$ cat src/rtl/proc_top.sv
// rtl/proc_top.sv - minimum absolute pairwise distance engine over N signed bytes in data memory
// Contains the data memory (dm1), register file (rf1) and the sequencing FSM.

module proc_dm #(
    parameter int DW = 8,
    parameter int AW = 8
) (
    input  logic          clk,
    input  logic [AW-1:0] raddr,
    output logic [DW-1:0] rdata,
    input  logic          we,
    input  logic [AW-1:0] waddr,
    input  logic [DW-1:0] wdata
);
    // Deliberately unreset so that preloaded operands survive a reset pulse.
    logic [DW-1:0] guts [0:(1<<AW)-1];

    assign rdata = guts[raddr];

    always_ff @(posedge clk) begin
        if (we) begin
            guts[waddr] <= wdata;
        end
    end
endmodule

module proc_rf #(
    parameter int DW = 8
) (
    input  logic          clk,
    input  logic          reset,
    input  logic          we0,
    input  logic [3:0]    wa0,
    input  logic [DW-1:0] wd0,
    input  logic          we1,
    input  logic [3:0]    wa1,
    input  logic [DW-1:0] wd1,
    input  logic [3:0]    ra0,
    output logic [DW-1:0] rd0,
    input  logic [3:0]    ra1,
    output logic [DW-1:0] rd1,
    input  logic [3:0]    ra2,
    output logic [DW-1:0] rd2,
    input  logic [3:0]    ra3,
    output logic [DW-1:0] rd3
);
    logic [DW-1:0] core [0:15];

    assign rd0 = core[ra0];
    assign rd1 = core[ra1];
    assign rd2 = core[ra2];
    assign rd3 = core[ra3];

    // Entry 15 holds the constant one; everything else clears on reset.
    always_ff @(posedge clk or negedge reset) begin
        if (!reset) begin
            for (int i = 0; i < 15; i++) begin
                core[i] <= '0;
            end
            core[15] <= DW'(1);
        end else begin
            if (we0) begin
                core[wa0] <= wd0;
            end
            if (we1) begin
                core[wa1] <= wd1;
            end
        end
    end
endmodule

module proc_top #(
    parameter int BASE     = 128,
    parameter int N        = 20,
    parameter int RES_ADDR = 127,
    parameter int DW       = 8
) (
    input  logic clk,
    input  logic reset,
    output logic done
);
    localparam int AW = 8;
    localparam logic [3:0] REG_K   = 4'd0;
    localparam logic [3:0] REG_J   = 4'd1;
    localparam logic [3:0] REG_A   = 4'd2;
    localparam logic [3:0] REG_MIN = 4'd3;
    localparam logic [AW-1:0] BASE_A = AW'(BASE);
    localparam logic [AW-1:0] LAST_K = AW'(BASE + N - 1);
    localparam logic [AW-1:0] RES_A  = AW'(RES_ADDR);

    typedef enum logic [2:0] {
        ST_RST,
        ST_INIT,
        ST_LOADK,
        ST_PAIR,
        ST_STORE,
        ST_DONE
    } state_t;

    state_t state;

    logic [DW-1:0] k_val;
    logic [DW-1:0] j_val;
    logic [DW-1:0] a_val;
    logic [DW-1:0] min_val;
    logic [DW-1:0] mem_rdata;
    logic [AW-1:0] mem_raddr;

    logic          we0;
    logic [3:0]    wa0;
    logic [DW-1:0] wd0;
    logic          we1;
    logic [3:0]    wa1;
    logic [DW-1:0] wd1;

    logic [DW:0]   diff;
    logic [DW:0]   mag;
    logic          j_last;
    logic          k_last;
    logic          better;

    proc_rf #(.DW(DW)) rf1 (
        .clk   (clk),
        .reset (reset),
        .we0   (we0),
        .wa0   (wa0),
        .wd0   (wd0),
        .we1   (we1),
        .wa1   (wa1),
        .wd1   (wd1),
        .ra0   (REG_K),
        .rd0   (k_val),
        .ra1   (REG_J),
        .rd1   (j_val),
        .ra2   (REG_A),
        .rd2   (a_val),
        .ra3   (REG_MIN),
        .rd3   (min_val)
    );

    proc_dm #(.DW(DW), .AW(AW)) dm1 (
        .clk   (clk),
        .raddr (mem_raddr),
        .rdata (mem_rdata),
        .we    (state == ST_STORE),
        .waddr (RES_A),
        .wdata (min_val)
    );

    assign mem_raddr = (state == ST_LOADK) ? AW'(k_val) : AW'(j_val);

    // Sign-extend to DW+1 bits so the full -255..255 difference range is exact.
    assign diff   = {a_val[DW-1], a_val} - {mem_rdata[DW-1], mem_rdata};
    assign mag    = diff[DW] ? (~diff + 1'b1) : diff;
    assign better = (mag < {1'b0, min_val});
    assign j_last = (j_val == (k_val - 1'b1));
    assign k_last = (AW'(k_val) == LAST_K);

    always_comb begin
        we0 = 1'b0;
        wa0 = REG_MIN;
        wd0 = '0;
        we1 = 1'b0;
        wa1 = REG_K;
        wd1 = '0;
        case (state)
            ST_INIT: begin
                we0 = 1'b1;
                wa0 = REG_MIN;
                wd0 = '1;
                we1 = 1'b1;
                wa1 = REG_K;
                wd1 = DW'(BASE_A + 1'b1);
            end
            ST_LOADK: begin
                we0 = 1'b1;
                wa0 = REG_A;
                wd0 = mem_rdata;
                we1 = 1'b1;
                wa1 = REG_J;
                wd1 = DW'(BASE_A);
            end
            ST_PAIR: begin
                we0 = better;
                wa0 = REG_MIN;
                wd0 = mag[DW-1:0];
                if (j_last) begin
                    we1 = !k_last;
                    wa1 = REG_K;
                    wd1 = k_val + 1'b1;
                end else begin
                    we1 = 1'b1;
                    wa1 = REG_J;
                    wd1 = j_val + 1'b1;
                end
            end
            default: begin
            end
        endcase
    end

    always_ff @(posedge clk or negedge reset) begin
        if (!reset) begin
            state <= ST_RST;
            done  <= 1'b0;
        end else begin
            done <= 1'b0;
            case (state)
                ST_RST:   state <= ST_INIT;
                ST_INIT:  state <= ST_LOADK;
                ST_LOADK: state <= ST_PAIR;
                ST_PAIR: begin
                    if (j_last && k_last) begin
                        state <= ST_STORE;
                    end else if (j_last) begin
                        state <= ST_LOADK;
                    end
                end
                ST_STORE: begin
                    state <= ST_DONE;
                    done  <= 1'b1;
                end
                ST_DONE: begin
                    done <= 1'b1;
                end
                default:  state <= ST_RST;
            endcase
        end
    end
endmodule

$ cat config.mk
export PLATFORM = sky130hd
export DESIGN_NAME = proc_top
export DESIGN_NICKNAME = d
export VERILOG_FILES = /design/src/rtl/proc_top.sv
export SDC_FILE = /design/constraint.sdc
export NUM_CORES = 1
export LEC_CHECK = 0
export CORE_MARGIN = 2
export CORE_UTILIZATION = 64
export CTS_BUF_LIST = sky130_fd_sc_hd__clkbuf_4 sky130_fd_sc_hd__clkbuf_8
export DETAILED_ROUTE_END_ITERATION = 10
export PLACE_DENSITY_LB_ADDON = 0.12
export SYNTH_ARGS = -nofsm -noshare
export SYNTH_HDL_FRONTEND = slang
export SYNTH_SLANG_ARGS = --single-unit
$ cat constraint.sdc
create_clock -name clk -period 4.05 [get_ports clk]
set_input_delay 0.405 -clock clk [delete_from_list [all_inputs] [get_ports clk]]
set_output_delay 0.405 -clock clk [all_outputs]
set_load 0.005 [all_outputs]
==> impl_results.md, run 1 <==
- Status: finished, final reports clean
- Post-synth top area share: 34.25%
- Worst reg2reg setup slack: 0.23 ns
- Static leakage: 0.6321 nW
- Placement row count: 17
- CP startpoint: rf1.core[120]
- Post-synth EDFFs: 0
- IO Pins: 3
- Drt pass-1 iters: 4
- Top sig layer: met4
- Most frequent cells after synthesis: dfrtp_1, nand2_1, o21ai_0
- Tightest Pin Transition: 0.8729 ns
- Detailed Place HPWL: 2.381 mm
- Register area share after synthesis: 34.25%
- CP Cell Sequence: inv_1 -> ha_1 -> or3b_4 -> or4_4 -> a2111oi_4 -> o211ai_1 -> buf_4 -> nand2_1 -> o21ai_0 -> ha_1 -> and3_1 -> nand3_1 -> nor3b_1 -> o21ai_1 -> o31ai_1
- Synth cell types: 47
- Crit-path slowest cell: dfrtp_1
- CP startpoint kind: flip-flop
- Count of pins over their slew limit: 0
- Post-place setup slack: 0.3656 ns
- CTS root buffer: clkbuf_4
- Worst setup endpoint: rf1.core[126]
- Area Growth Syn to Fin: 2.055%
- CTS resizes: 0
- HP Class: reg -> reg
- Fin Hold WS: 0.5763 ns
- 1st-iter DRT viols: 39
- CTS Sinks: 20
- Dominant cell type by area after synthesis: dfrtp_1
- CTS H-tree depth: 1
- Nature of the critical path endpoint: flip-flop
- TritonCTS clock tree: built
- Post-Route Skew: 0.01046 ns
- Pwr Total: 0.0002968 W
- Area of the mapped netlist: 1461 sq um
- Via Count: 1224
- DR WL/cell: 17.11 um
- Worst setup margin: 0.2341 ns
- RSZ-0062 raised after global routing: no
- Die Span X: 51.79 um
- Final Util: 68.08%
- Multi-input gate area: 864.6 sq um
- Total track usage: 28.01%
- Dominant synthesized flop cell: dfrtp_1
- Peak VDD IR: 0.0001515 V
- Yosys warning count: 0
- Slew HR: 41.63%
- Worst Reg-to-Reg Cells: 15
- Diodes inserted: 0
- Port bufs: 2
- Post-layout minimum cycle time: 3.816 ns
- GP Congestion: 0.8959
- Final Cycle Share: 94.22%
- Remaining Overflow, GRT: 0
- Initial antenna violation count: 0
- Clock buffer depth: 2
- Critical path data arrival time: 4.01 ns
- Final setup vio count: 0
- Routed wl met3: 110 um
- Core region area: 2191 sq um
- Fin Setup TNS: 0 ns
- Synth top area cells: dfrtp_1, nand2_1, xnor2_1, o21ai_0, nand2b_1
- Hold_buf cts: 0
- Nets: 171
- Final Hold Fails: 0
- DRC: 0
- Routed wire length on met2: 1.594 mm
- Post-CTS setup buffer count: 0
- CTS Buf Count: 3
- Yosys reg bits: 20
- Req. time, crit path: 4.25 ns
- Worst r2r src: rf1.core[120]
- Largest net degree at the start of global routing: 21
- Die height: 51.79 um
- Top cell by count, worst path: ha_1
- Met1 wire length: 1.558 mm
- Critical path class: reg -> reg
- Global-route wire length before repair: 5.506 mm
- Layout filler cell count: 180
- Peak Freq: 0.2621 GHz
- FFs w/ async S/R, synth: 100.0%
- Register area: 500.5 sq um
- Clock Latency Late Sink: 0.30 ns
- Cells after Synth: 170
- Clock-pin slew on the worst setup and hold paths: 0.11 ns
- Vias per inst: 6.375
- Most common cell in the netlist: dfrtp_1
- Vias in the first global route: 1154
- Post-Route WL: 3.285 mm
- Share of layout cells above drive strength 1: 10.98%
- Max FO, Critical Path: 15
- Worst R2R End: rf1.core[126]
- Initial Util: 66.70%
- Syn Nets: 175
- Die Area: 2682 sq um
- Post-synthesis area per instance: 8.596 sq um
- Antenna-violating nets left: 0
- CP max stage delay: 0.46 ns
- Pwr dens: 199.0 nW/um^2
- Max-cap violations: 0
## stage by stage
stage | cell area (sq um) | std cells
after floorplan | 1461 | 170
after global placement | 1469 | 189
after detailed placement | 1469 | 189
after CTS | 1491 | 192
after global routing | 1491 | 192
final | 1491 | 192
## sequential cells by signal, indices dropped and copies added, names as in the netlist
register and flops:
rf1.core 16, done 1, state 3
## logic make-up (layout without fill, tap and decap cells)
group                      after synthesis  after routing  share of synthesized area (%)
AOI/OAI and AO/OA                       46             46                          23.63
adders and majority gates                3              3                          2.569
xor gates and xnor gates                 9              9                          5.394
muxes                                    3              3                          2.311
and+or+nand+nor                         68             68                          25.26
DFF                                     20             20                          34.25
buffers and inverters                   21             15                          6.592
## power breakdown
part / internal [W] / total (W) / switching, W
registers: 0.000200 / 0.000200 / 0
clock network: 0.0000347 / 0.0000927 / 0.0000580
logic: 0.000000846 / 0.00000450 / 0.00000366
total: 0.000235 / 0.000297 / 0.0000617
## how the worst min path moves through the flow
stage | from | to | slack [ns] | cells past startpoint
5_1_grt | rf1.core[116] | rf1.core[116] | 0.59 | 1
6_report | rf1.core[116] | rf1.core[116] | 0.58 | 1
2_1_floorplan | reset | done | 0.11 | 0
4_1_cts | rf1.core[116] | rf1.core[116] | 0.57 | 1
3_3_place_gp | rf1.core[127] | rf1.core[127] | 0.55 | 1
3_5_place_dp | rf1.core[116] | rf1.core[116] | 0.56 | 1
## worst max-delay path: cells and delay by family, from the launching register on
| family | cells | cell delay [ns] |
|---|---|---|
| simple gates | 6 | 1.48 |
| compound gates | 5 | 0.93 |
| fa+ha+maj | 2 | 0.47 |
| flops | 1 | 0.46 |
| buf+inv | 2 | 0.37 |
## layout by cell type (no fill, tap or decap), drive strengths merged, types with 2 or more instances in the layout
master / instances
and3: 4
mux2: 3
buf: 3
xor2: 2
nor4: 3
clkbuf: 3
clkdlybuf4s50: 2
a21oi: 6
a22o: 2
o21ai: 16
ha: 3
nand4: 3
nand2b: 7
a211oi: 2
nand2: 18
nor2b: 2
nand3: 7
inv: 7
nor3b: 3
dfrtp: 20
o31ai: 6
xnor2: 7
nor2: 7
nor3: 8
or3b: 2
## routing by layer
layer | vias up | track usage [%]
li1 | 606 | -
met1 | 593 | 38.56
met2 | 23 | 45.73
met3 | 2 | 3.736
met4 | 0 | 8.772
met5 | - | 0
## cell type report
| type | instances | share of cell area, % |
|---|---|---|
| well taps | 28 | 2.349 |
| multi-input cells | 129 | 57.97 |
| clock buffers | 3 | 1.510 |
| flip-flops and latches | 20 | 33.56 |
| inverters | 7 | 1.762 |
| repair buffers | 5 | 2.852 |
Power figures use the tool's default switching activity.
==> run 2, diff against run 1 <==
--- a/config.mk
+++ b/config.mk
@@ -10,6 +10,7 @@
 export CTS_BUF_LIST = sky130_fd_sc_hd__clkbuf_4 sky130_fd_sc_hd__clkbuf_8
 export DETAILED_ROUTE_END_ITERATION = 10
 export PLACE_DENSITY_LB_ADDON = 0.12
+export REMOVE_ABC_BUFFERS = 1
 export SYNTH_ARGS = -nofsm -noshare
 export SYNTH_HDL_FRONTEND = slang
 export SYNTH_SLANG_ARGS = --single-unit
==> run 2 against run 1 <==
  * Die area did not move
  * Core utilization rose by 0.29 points
  * First-iteration DRC count fell by 2.6%
  * Register-to-register slack improved by 0.12 ns
  * Sequential cell count did not move
  * Via count rose by 2.8%
==> impl_results.md, run 2 (synthesized netlist as in run 1, its figures left out) <==
- Vias per inst: 6.552
- Post-place setup slack: 0.4112 ns
- Worst path depth: 15
- Static leakage: 0.6351 nW
- GP Congestion: 0.9323
- Max-cap violations: 0
- Diodes inserted: 0
- Area Growth Syn to Fin: 2.483%
- Critical path data arrival time: 3.92 ns
- Die Area: 2682 sq um
- Max FO, Critical Path: 8
- Remaining Overflow, GRT: 0
- Req. time, crit path: 4.27 ns
- Most frequent cells in the layout: dfrtp_1, nand2_1, o21ai_0
- Top cell by count, worst path: ha_1
- CP startpoint kind: flip-flop
- Fin Setup TNS: 0 ns
- Post-CTS setup buffer count: 0
- Port bufs: 2
- Top flop regs: rf1.core x16, state x3, done x1
- Post-Route Skew: 0.002334 ns
- Drt pass-1 iters: 4
- Status: finished, final reports clean
- Core region area: 2191 sq um
- Via Count: 1258
- DRC: 0
- Post-Route WL: 3.255 mm
- Fin Hold WS: 0.5693 ns
- CTS resizes: 0
- Clock buffer depth: 2
- Clock-pin slew on the worst setup and hold paths: 0.12 ns
- Hold Crit Depth: 1
- Final Util: 68.36%
- Nature of the critical path endpoint: flip-flop
- 1st-iter DRT viols: 38
- Final cell count without fillers: 192
- Initial antenna violation count: 0
- Critical path buffers and inverters: 2
- Slew HR: 39.64%
- CTS H-tree depth: 1
- Vias in the first global route: 1202
- Dpl cells: 188
- Total track usage: 27.89%
- CP Cell Sequence: inv_1 -> ha_1 -> or3b_4 -> or4_4 -> a2111oi_4 -> o211ai_1 -> buf_4 -> nand2_1 -> o21ai_0 -> ha_1 -> and3_1 -> nand3_1 -> nor3b_1 -> o21ai_1 -> o31ai_1
- Placement row count: 17
- Final Hold Fails: 0
- Final setup vio count: 0
- Pwr dens: 216.7 nW/um^2
- RSZ-0062 raised after global routing: no
- Die Span X: 51.79 um
- Share of layout cells above drive strength 1: 10.98%
- Peak VDD IR: 0.0002218 V
- Max reg flops: 16
- Tightest Pin Transition: 0.9026 ns
- CP max stage delay: 0.46 ns
- Worst setup margin: 0.3564 ns
- Most common cell after layout, fill and taps aside: dfrtp_1
- Top delay family on crit path: simple AND/OR/NAND/NOR gates
- Hold_buf cts: 0
- HP Class: reg -> reg
- Top reg by flops: rf1.core
- CTS Buf Count: 3
- Peak Freq: 0.2707 GHz
- Post-layout minimum cycle time: 3.694 ns
- TritonCTS clock tree: built
- Final Cycle Share: 91.20%
- Global-route wire length before repair: 5.561 mm
- IO Pins: 3
- CTS root buffer: clkbuf_4
- CTS Sinks: 20
- Critical path class: reg -> reg
- Antenna-violating nets left: 0
- Largest net degree at the start of global routing: 21
- Nets: 170
- Clock Latency Late Sink: 0.31 ns
- Die height: 51.79 um
- Initial Util: 66.70%
- Crit-path slowest cell: dfrtp_1
- Count of pins over their slew limit: 0
- DR WL/cell: 16.95 um
- Worst Reg-to-Reg Cells: 15
- Detailed Place HPWL: 2.322 mm
run 2: cell count changes in the layout (fill, tap and decap cells not counted):
cell	before	now
clkbuf_8	0	1
buf_4	3	2
run 2: layout make-up:
| cell class | instances | area [sq um] |
|---|---|---|
| Fill cell | 177 | 693.2 |
| Timing Repair Buffer | 4 | 35.03 |
| Clock buffer | 4 | 36.28 |
| Multi-Input combinational cell | 129 | 864.6 |
| Tap cell | 28 | 35.03 |
| Inverter | 7 | 26.28 |
| Sequential cell | 20 | 500.5 |
run 2: path summary, 6_finish.rpt:
| kind | from | slack (ns) | endpoint |
|---|---|---|---|
| setup / recovery | rf1.core[120] | 0.36 | rf1.core[126] |
| hold / removal | rf1.core[127] | 0.57 | rf1.core[127] |
| setup reg to reg | rf1.core[120] | 0.36 | rf1.core[126] |
| hold reg to reg | rf1.core[127] | 0.57 | rf1.core[127] |
| max in group asynchronous | reset | 2.91 | rf1.core[113] |
| min in group asynchronous | reset | 0.59 | rf1.core[127] |
run 2: metrics by stage:
stage | total power [W] | instance area, sq um
after CTS | 0.0003270 | 1498
after floorplan | 0.0002035 | 1391
final | 0.0003246 | 1498
after detailed placement | 0.0002084 | 1461
after global routing | 0.0003363 | 1498
after global placement | 0.0002083 | 1461
run 2: metal layers:
| metal | part of all wire (%) | GRT usage, % |
|---|---|---|
| met1 | 46 | 36.80 |
| met2 | 49 | 46.37 |
| met3 | 3.5 | 4.310 |
| met4 | 1.4 | 10.09 |
| met5 | 0 | 0 |
run 2: report_power, final:
part	total (W)	internal (W)	switching [W]
Clock	0.000120	0.0000549	0.0000654
Sequential	0.000200	0.000200	0
Combinational	0.00000463	0.000000846	0.00000378
==> run 3, diff against run 2 <==
--- a/config.mk
+++ b/config.mk
@@ -5,7 +5,6 @@
 export SDC_FILE = /design/constraint.sdc
 export NUM_CORES = 1
 export LEC_CHECK = 0
-export CORE_MARGIN = 2
 export CORE_UTILIZATION = 64
 export CTS_BUF_LIST = sky130_fd_sc_hd__clkbuf_4 sky130_fd_sc_hd__clkbuf_8
 export DETAILED_ROUTE_END_ITERATION = 10
==> run 3 against run 2 <==
  * Die area decreased by 7.6%
  * Non-clock buffer count unchanged
  * Critical path depth unchanged
  * Wire length decreased by 1.9%
  * Hold slack got worse by 0.00058 ns
  * Power increased by 13%
  * Largest power group unchanged
  * Clock skew increased by 0.00065 ns
  * Fmax decreased by 1.4%
  * Combinational power decreased by 2%
==> impl_results.md, run 3 (synthesized netlist as in run 1, its figures left out) <==
- CP startpoint kind: flip-flop
- Final Hold Fails: 0
- Tightest Pin Transition: 0.8869 ns
- CTS Sinks: 20
- Worst Reg-to-Reg Cells: 15
- Max FO, Critical Path: 14
- Die Span X: 49.79 um
- CTS H-tree depth: 1
- Post-CTS setup buffer count: 0
- Max reg flops: 16
- Register area: 500.5 sq um
- Placement row count: 16
- Nets: 170
- Diodes inserted: 0
- Final Cycle Share: 92.50%
- Worst R2R End: rf1.core[126]
- Vias in the first global route: 1189
- Status: finished, final reports clean
- Critical path class: reg -> reg
- Initial antenna violation count: 0
- Via Count: 1278
- Fin Setup TNS: 0 ns
- Most frequent cells in the layout: dfrtp_1, nand2_1, o21ai_0
- Met2 global-route usage: 46.40%
- Die height: 49.79 um
- Top reg by flops: rf1.core
- Nature of the critical path endpoint: flip-flop
- Hold_buf cts: 0
- Vias per inst: 6.691
- Largest net degree at the start of global routing: 21
- Port bufs: 2
- Pwr dens: 242.6 nW/um^2
- Worst setup margin: 0.3038 ns
- Remaining Overflow, GRT: 0
- Global routing usage on met3: 3.704%
- Req. time, crit path: 4.27 ns
- Static leakage: 0.6420 nW
- Worst r2r src: rf1.core[120]
- DRC: 0
- CP startpoint: rf1.core[120]
- Clock buffer depth: 2
- Post-place setup slack: 0.3971 ns
- Post-Route Skew: 0.002985 ns
- 1st-iter DRT viols: 72
- Top Usage Layer GRT: met2
- Global-route wire length before repair: 5.464 mm
- Share of layout cells above drive strength 1: 10.98%
- HP Class: reg -> reg
- Peak Freq: 0.2669 GHz
- Die Area: 2479 sq um
- Multi-input gate area: 864.6 sq um
- Post-Route WL: 3.194 mm
- Initial Util: 70.87%
- Drt pass-1 iters: 4
- Top flop regs: rf1.core x16, state x3, done x1
- Final Util: 73.36%
- GP Congestion: 0.9179
- CTS resizes: 0
- Final setup vio count: 0
- Clock Latency Late Sink: 0.30 ns
- IO Pins: 3
- Count of pins over their slew limit: 0
- DR WL/cell: 16.72 um
- GRT met1 Usage: 40.04%
- Slew HR: 40.69%
- Max-cap violations: 0
- CTS root buffer: clkbuf_4
- TritonCTS clock tree: built
- Antenna-violating nets left: 0
- Area Growth Syn to Fin: 3.510%
- Peak VDD IR: 0.0002238 V
- Worst reg2reg setup slack: 0.30 ns
- Clock-pin slew on the worst setup and hold paths: 0.11 ns
- CTS Buf Count: 3
- Most common cell after layout, fill and taps aside: dfrtp_1
- Worst setup endpoint: rf1.core[126]
- RSZ-0062 raised after global routing: no
- Detailed Place HPWL: 2.252 mm
- Critical path data arrival time: 3.97 ns
- Total track usage: 28.81%
- Post-layout minimum cycle time: 3.746 ns
- Layout filler cell count: 145
- Core region area: 2062 sq um
==> run 3: cell count changes in the layout (fill, tap and decap cells not counted) <==
cell	before	now
clkbuf_8	1	0
bufinv_16	0	1
==> run 3: final cells by class <==
class	count	area share, %
clock inverter	1	1.985
sequential	20	33.09
tap	27	2.233
multi-input combinational	129	57.15
inverter	7	1.737
clock buffer	3	1.489
timing repair buffer	4	2.316
==> run 3: per-layer routing <==
metal	vias to the layer above	wire length [um]
li1	602	-
met5	-	0
met2	52	1522
met3	9	216
met1	615	1414
met4	0	41
==> run 3: how the worst min path moves through the flow <==
| stage | start | endpoint | slack, ns | cells past startpoint |
|---|---|---|---|---|
| after floorplan | reset | done | 0.11 | 0 |
| after global placement | rf1.core[119] | rf1.core[119] | 0.52 | 1 |
| after detailed placement | rf1.core[119] | rf1.core[119] | 0.53 | 1 |
| after CTS | rf1.core[119] | rf1.core[119] | 0.56 | 1 |
| after global routing | rf1.core[119] | rf1.core[119] | 0.58 | 1 |
| final | rf1.core[127] | rf1.core[127] | 0.57 | 1 |
==> run 3: critical path: stages, from the launching register on <==
cell       delay (ns)
dfrtp_1          0.46
inv_1            0.13
ha_1             0.19
or3b_4           0.41
or4_4            0.44
a2111oi_4        0.37
o211ai_1         0.24
buf_4            0.25
nand2_1          0.07
o21ai_0          0.08
ha_1             0.31
and3_1           0.25
nand3_1          0.11
nor3b_1          0.20
o21ai_1          0.09
o31ai_1          0.08
==> run 3: report_power, final <==
part	switching (W)	leakage [nW]	internal [W]	total [W]
sequential	0	0.244	0.000200	0.000200
combinational	0.00000371	0.371	0.000000846	0.00000456
clock	0.0000627	0.0279	0.000100	0.000163
total	0.0000665	0.642	0.000301	0.000367
==> run 3: stage by stage <==
stage	instance area [sq um]	hold WS [ns]	power, W	cells
after global placement	1460	0.5242	0.0002083	187
final	1513	0.5687	0.0003670	191
after CTS	1513	0.5569	0.0003689	191
after detailed placement	1460	0.5300	0.0002084	187
after floorplan	1391	0.1094	0.0002035	156
after global routing	1513	0.5777	0.0003789	191
